### src/rtl/phasecomp_ctrl.sv
// Ping-pong sequencer for the PFB phase-compensation buffer: generates RAM write/read
// addresses, per-frame circular shift offset and a valid/ready handshake on both sides.
module phasecomp_ctrl #(
  parameter int M = 8,
  parameter int D = 6,
  localparam int AW = $clog2(2*M),
  localparam int OW = $clog2(M)
) (
  input  logic          clk,
  input  logic          rst,
  input  logic          s_valid,
  output logic          s_ready,
  output logic          m_valid,
  input  logic          m_ready,
  output logic          m_last,
  output logic          wen,
  output logic [AW-1:0] waddr,
  output logic          ren,
  output logic [AW-1:0] raddr,
  output logic [OW-1:0] shift_offset,
  output logic          primed
);

  // state     | meaning
  // WR_BANK_A | writing bank A [0, M-1], reading bank B
  // WR_BANK_B | writing bank B [M, 2M-1], reading bank A

  if (M < 2 || D < 1 || D >= M) begin : g_bad_param
    $error("phasecomp_ctrl: require M >= 2 and 1 <= D < M");
  end

  typedef enum logic {
    WR_BANK_A = 1'b0,
    WR_BANK_B = 1'b1
  } bank_t;

  bank_t         bank_q, bank_d;
  logic [OW-1:0] wcnt_q, wcnt_d;
  logic [OW-1:0] off_q, off_d;
  logic          primed_q, primed_d;
  logic          m_valid_q, m_valid_d;
  logic          m_last_q, m_last_d;

  logic          acc;
  logic          frame_end;
  logic [AW-1:0] wbase, rbase;
  logic [AW:0]   rd_sum;
  logic [AW-1:0] rd_idx;
  logic [OW:0]   off_sum;
  logic [OW-1:0] off_next;

  always_ff @(posedge clk) begin
    if (rst) begin
      bank_q    <= WR_BANK_A;
      wcnt_q    <= '0;
      off_q     <= '0;
      primed_q  <= 1'b0;
      m_valid_q <= 1'b0;
      m_last_q  <= 1'b0;
    end else begin
      bank_q    <= bank_d;
      wcnt_q    <= wcnt_d;
      off_q     <= off_d;
      primed_q  <= primed_d;
      m_valid_q <= m_valid_d;
      m_last_q  <= m_last_d;
    end
  end

  always_comb begin
    bank_d    = bank_q;
    wcnt_d    = wcnt_q;
    off_d     = off_q;
    primed_d  = primed_q;
    m_valid_d = m_valid_q;
    m_last_d  = m_last_q;

    // RAM dout is the one-deep output register, so a read may only replace it once consumed.
    s_ready   = !rst && (!m_valid_q || m_ready);
    acc       = s_valid && s_ready;
    frame_end = (wcnt_q == OW'(M - 1));

    wbase = (bank_q == WR_BANK_B) ? AW'(M) : '0;
    rbase = (bank_q == WR_BANK_B) ? '0 : AW'(M);

    // (off - 1 - wcnt) mod M without negative intermediates; explicit wrap so M need not be 2^k.
    rd_sum = (AW+1)'(off_q) + (AW+1)'(M - 1) - (AW+1)'(wcnt_q);
    rd_idx = AW'((rd_sum >= (AW+1)'(M)) ? (rd_sum - (AW+1)'(M)) : rd_sum);

    // off - (M-D) is congruent to off + D modulo M.
    off_sum  = (OW+1)'(off_q) + (OW+1)'(D);
    off_next = OW'((off_sum >= (OW+1)'(M)) ? (off_sum - (OW+1)'(M)) : off_sum);

    wen   = acc;
    ren   = acc;
    waddr = wbase + AW'(wcnt_q);
    raddr = rbase + rd_idx;

    if (acc) begin
      m_valid_d = primed_q;
      m_last_d  = primed_q && frame_end;
      if (frame_end) begin
        wcnt_d   = '0;
        bank_d   = (bank_q == WR_BANK_A) ? WR_BANK_B : WR_BANK_A;
        primed_d = 1'b1;
        if (primed_q) begin
          off_d = off_next;
        end
      end else begin
        wcnt_d = wcnt_q + 1'b1;
      end
    end else if (m_ready) begin
      m_valid_d = 1'b0;
    end
  end

  assign m_valid      = m_valid_q;
  assign m_last       = m_last_q;
  assign shift_offset = off_q;
  assign primed       = primed_q;

endmodule

### config.mk
export PLATFORM = sky130hd
export DESIGN_NAME = phasecomp_ctrl
export DESIGN_NICKNAME = d
export VERILOG_FILES = /design/src/rtl/phasecomp_ctrl.sv
export SDC_FILE = /design/constraint.sdc
export NUM_CORES = 1
export LEC_CHECK = 0
export BUFFER_PORTS_ARGS = -buffer_cell sky130_fd_sc_hd__buf_4
export CORE_AREA = 8 8 45 47
export CTS_BUF_LIST = sky130_fd_sc_hd__clkbuf_16
export CTS_CLUSTER_DIAMETER = 120
export CTS_CLUSTER_SIZE = 25
export DETAILED_ROUTE_END_ITERATION = 10
export DIE_AREA = 0 0 53 55
export GPL_TIMING_DRIVEN = 0
export PLACE_DENSITY_LB_ADDON = 0.2
export SYNTH_ARGS = -nofsm -noshare
export SYNTH_HDL_FRONTEND = slang
export SYNTH_SLANG_ARGS = --single-unit
### constraint.sdc
create_clock -name clk -period 3.88 [get_ports clk]
set_input_delay 0.388 -clock clk [delete_from_list [all_inputs] [get_ports clk]]
set_output_delay 0.388 -clock clk [all_outputs]
set_load 0.05 [all_outputs]
==> key figures <==
Outcome
  • Outcome: complete, no violations

Clocking
  • CTS Buf Count: 3
  • Hold buffer count at cts: 0
  • CTS tree: built
  • Worst-path clk slew: 0.04 ns
  • Postcts setup bufs: 0
  • H-tree depth: 1
  • Max clock buf depth: 2
  • Cts repair resizes: 0
  • CTS sink cnt: 9
  • Clk Tree Root Cell: clkbuf_16
  • Clk_lat worst skew: 0.23 ns

Power
  • Logic pwr share: 0.135
  • Sequential Power Share: 0.301
  • Clock power frac: 0.563
  • Leak: 0.346 nW
  • Switching part of the total: 0.234
  • Power density cells: 438 mW/mm^2
  • Sw Pwr: 74.7 uW
  • Worst VDD drop: 0.000293 V
  • Int Pwr: 244 uW

Yosys
  • Avg Cell Area, Syn: 9.88 um^2
  • Syn Nets: 58
  • Syn Inst Count: 50
  • Synthesized flop and latch total: 9
  • Post-synthesis compound-gate area fraction: 0.187
  • Largest family of logic cells by synthesized area: compound AO/OA/AOI/OAI gates
  • Mapped Area: 494 um^2
  • Sequential area share after synthesis: 0.365
  • Synth warnings: 0
  • Area share of fa/ha/maj cells after synthesis: 0.116
  • Netlist cell types: 27
  • Post-synthesis mux area share: 0.0203
  • Synth Area in XOR/XNOR: 0
  • Fraction of the mapped netlist area in simple logic gates: 0.165

Floorplanning
  • Die height: 55 um
  • Die Span X: 53 um
  • # IOs: 21
  • Initial Utilization: 0.357
  • Die area: 0.00292 mm^2
  • Core ar.: 0.00138 mm^2
  • Rows: 14

Worst setup path
  • R2r endpoint: shift_offset[2]
  • Kind of start point of the critical path: flip-flop
  • Crit end category: output pin
  • CP peak stage delay: 0.47 ns
  • FF-to-FF Start: wcnt_q[0]
  • Critical Path, Cell by Cell: inv_1, ha_1, fa_1, buf_4
  • WP data required: 3.49 ns
  • R2r setup slk: 2.44 ns
  • Critical path arrival: 1.51 ns
  • Reg2reg path depth: 5
  • Crit-path max FO: 3
  • Critical-path top delay cell: fa_1
  • Crit path kind: flip-flop to output pin

Detailed routing
  • Vias per cell: 4.60
  • Via count: 405
  • Total Routed Length: 1090 um
  • WL/cell: 12.4 um
  • Drt drc: 0
  • DR iter-0 viols: 3
  • Routed Antenna Nets: 0
  • DRT Pass-1 Iters: 3

Finish
  • Non-Filler Instances: 88
  • Layout filler cell count: 137
  • Layout area overhead: 47.3%
  • Nets: 81
  • Post-layout util: 0.526
  • Multi-input logic area: 245 um^2
  • Antenna cell count: 0
  • Register area: 180 um^2
  • Ratio of cells with drive above 1 in the final layout: 0.417

STA
  • Fmax achieved: 526 MHz
  • RSZ-0062 raised after global routing: no
  • Period utilisation layout: 0.490
  • Max-slew violation count: 0
  • Final setup violation count: 0
  • Final setup TNS: 0 ns
  • Post-route minimum period: 1.90 ns
  • Final Hold Fails: 0
  • Worst setup margin: 1.98 ns
  • Clock Skew: 0.00234 ns

Flow run
  • Number of max-cap violations: 0

Worst hold path
  • Hold path depth: 2
  • Min-delay src: rst
  • Hold path endpoint: wcnt_q[1]
  • Min-delay worst type: primary input to flip-flop

Place
  • Input/output buffers: 18
  • Final GP Congestion: 0.671
  • DP Worst Slack: 2.21 ns
  • Dpl cells: 84

Global route
  • First-pass GRT wire length: 1640 um
  • Vias in the first global route: 375
  • Gr usage total: 0.0750
  • Antenna violations before repair: 0
  • Total congestion overflow: 0
  • Largest net degree at the start of global routing: 11
[flip-flops by register name (all words and copies together), names as in the netlist]
register / flops
wcnt_q: 3
bank_q: 1
m_valid: 1
m_last: 1
primed: 1
shift_offset: 2
[critical path: cells and delay by family (launching register included)]
| kind | cells | cell delay [ns] |
|---|---|---|
| adder cells (fa/ha/maj) | 2 | 0.67 |
| buffers and inverters | 2 | 0.26 |
| flip-flops | 1 | 0.35 |
[cells in the mapped netlist (all sizes together)]
master  instances  area share
dfxtp           9        0.36
buf             6        0.10
inv             5       0.038
a21oi           4       0.041
ha              3       0.076
nand2b          2       0.025
nand3           2       0.020
nor2            2       0.015
a21o            1       0.015
a22o            1       0.018
a311oi          1       0.018
a31o            1       0.018
a31oi           1       0.013
a32o            1       0.020
a41o            1       0.020
and2            1       0.018
and2b           1       0.015
and3b           1       0.018
conb            1      0.0076
fa              1       0.041
mux2i           1       0.020
nand2           1      0.0076
nand4b          1       0.018
nor2b           1       0.028
o31ai           1       0.025
[how the worst max path moves through the flow]
stage               depth (start not counted)      start       end
global route                                4  wcnt_q[1]  raddr[2]
CTS                                         4  wcnt_q[1]  raddr[2]
finish                                      4  wcnt_q[1]  raddr[2]
floorplan                                   3  wcnt_q[1]  raddr[2]
detailed placement                          4  wcnt_q[1]  raddr[2]
global placement                            4  wcnt_q[1]  raddr[2]
[power groups by stage]
stage / registers (mW) / logic [mW] / clock network (mW)
2_1_floorplan: 0.103 / 0.0270 / 0
3_3_place_gp: 0.0977 / 0.0431 / 0
4_1_cts: 0.0962 / 0.0434 / 0.183
5_1_grt: 0.0964 / 0.0455 / 0.187
6_report: 0.0962 / 0.0431 / 0.180
3_5_place_dp: 0.0977 / 0.0433 / 0
[cell families after synthesis]
logic type,after synthesis
simple gates,12
mux,1
compound gates,12
fa+ha+maj,4
buf+inv,11
flops,9
other cells,1
[routing by layer]
layer | vias to the layer above | share of wire | GRT usage
li1 | 212 | - | -
met1 | 180 | 0.41 | 0.0826
met2 | 13 | 0.49 | 0.123
met3 | 0 | 0.097 | 0.0374
met4 | 0 | 0 | 0.0259
met5 | - | 0 | 0
[placed cells by master (no fill, tap or decap)]
cell / n
a21o_1: 1
a21oi_1: 4
a22o_1: 1
a311oi_1: 1
a31o_1: 1
a31oi_1: 1
a32o_1: 1
a41o_1: 1
and2_4: 1
and2b_1: 1
and3b_1: 1
buf_2: 1
buf_4: 21
buf_6: 2
clkbuf_16: 3
conb_1: 1
dfxtp_1: 9
fa_1: 1
ha_1: 3
inv_1: 6
mux2i_1: 1
nand2_1: 1
nand2b_1: 2
nand3_1: 2
nand4b_1: 1
nor2_1: 2
nor2b_4: 1
o31ai_2: 1
[metrics by stage]
stage	total power, mW	area, um^2	hold slack, ns
detailed placement	0.141	649	0.486
finish	0.319	728	0.377
global route	0.329	728	0.384
CTS	0.323	728	0.371
global placement	0.141	649	0.460
floorplan	0.130	494	0.536
[cell type report]
type / instances / share of cell area
repair buffers: 18 / 0.186
clock inverters: 1 / 0.00515
inverters: 5 / 0.0258
clock buffers: 3 / 0.103
plain buffers: 6 / 0.0687
well taps: 16 / 0.0275
multi-input cells: 30 / 0.337
flip-flops and latches: 9 / 0.247
(Power assumes the default switching activity.)
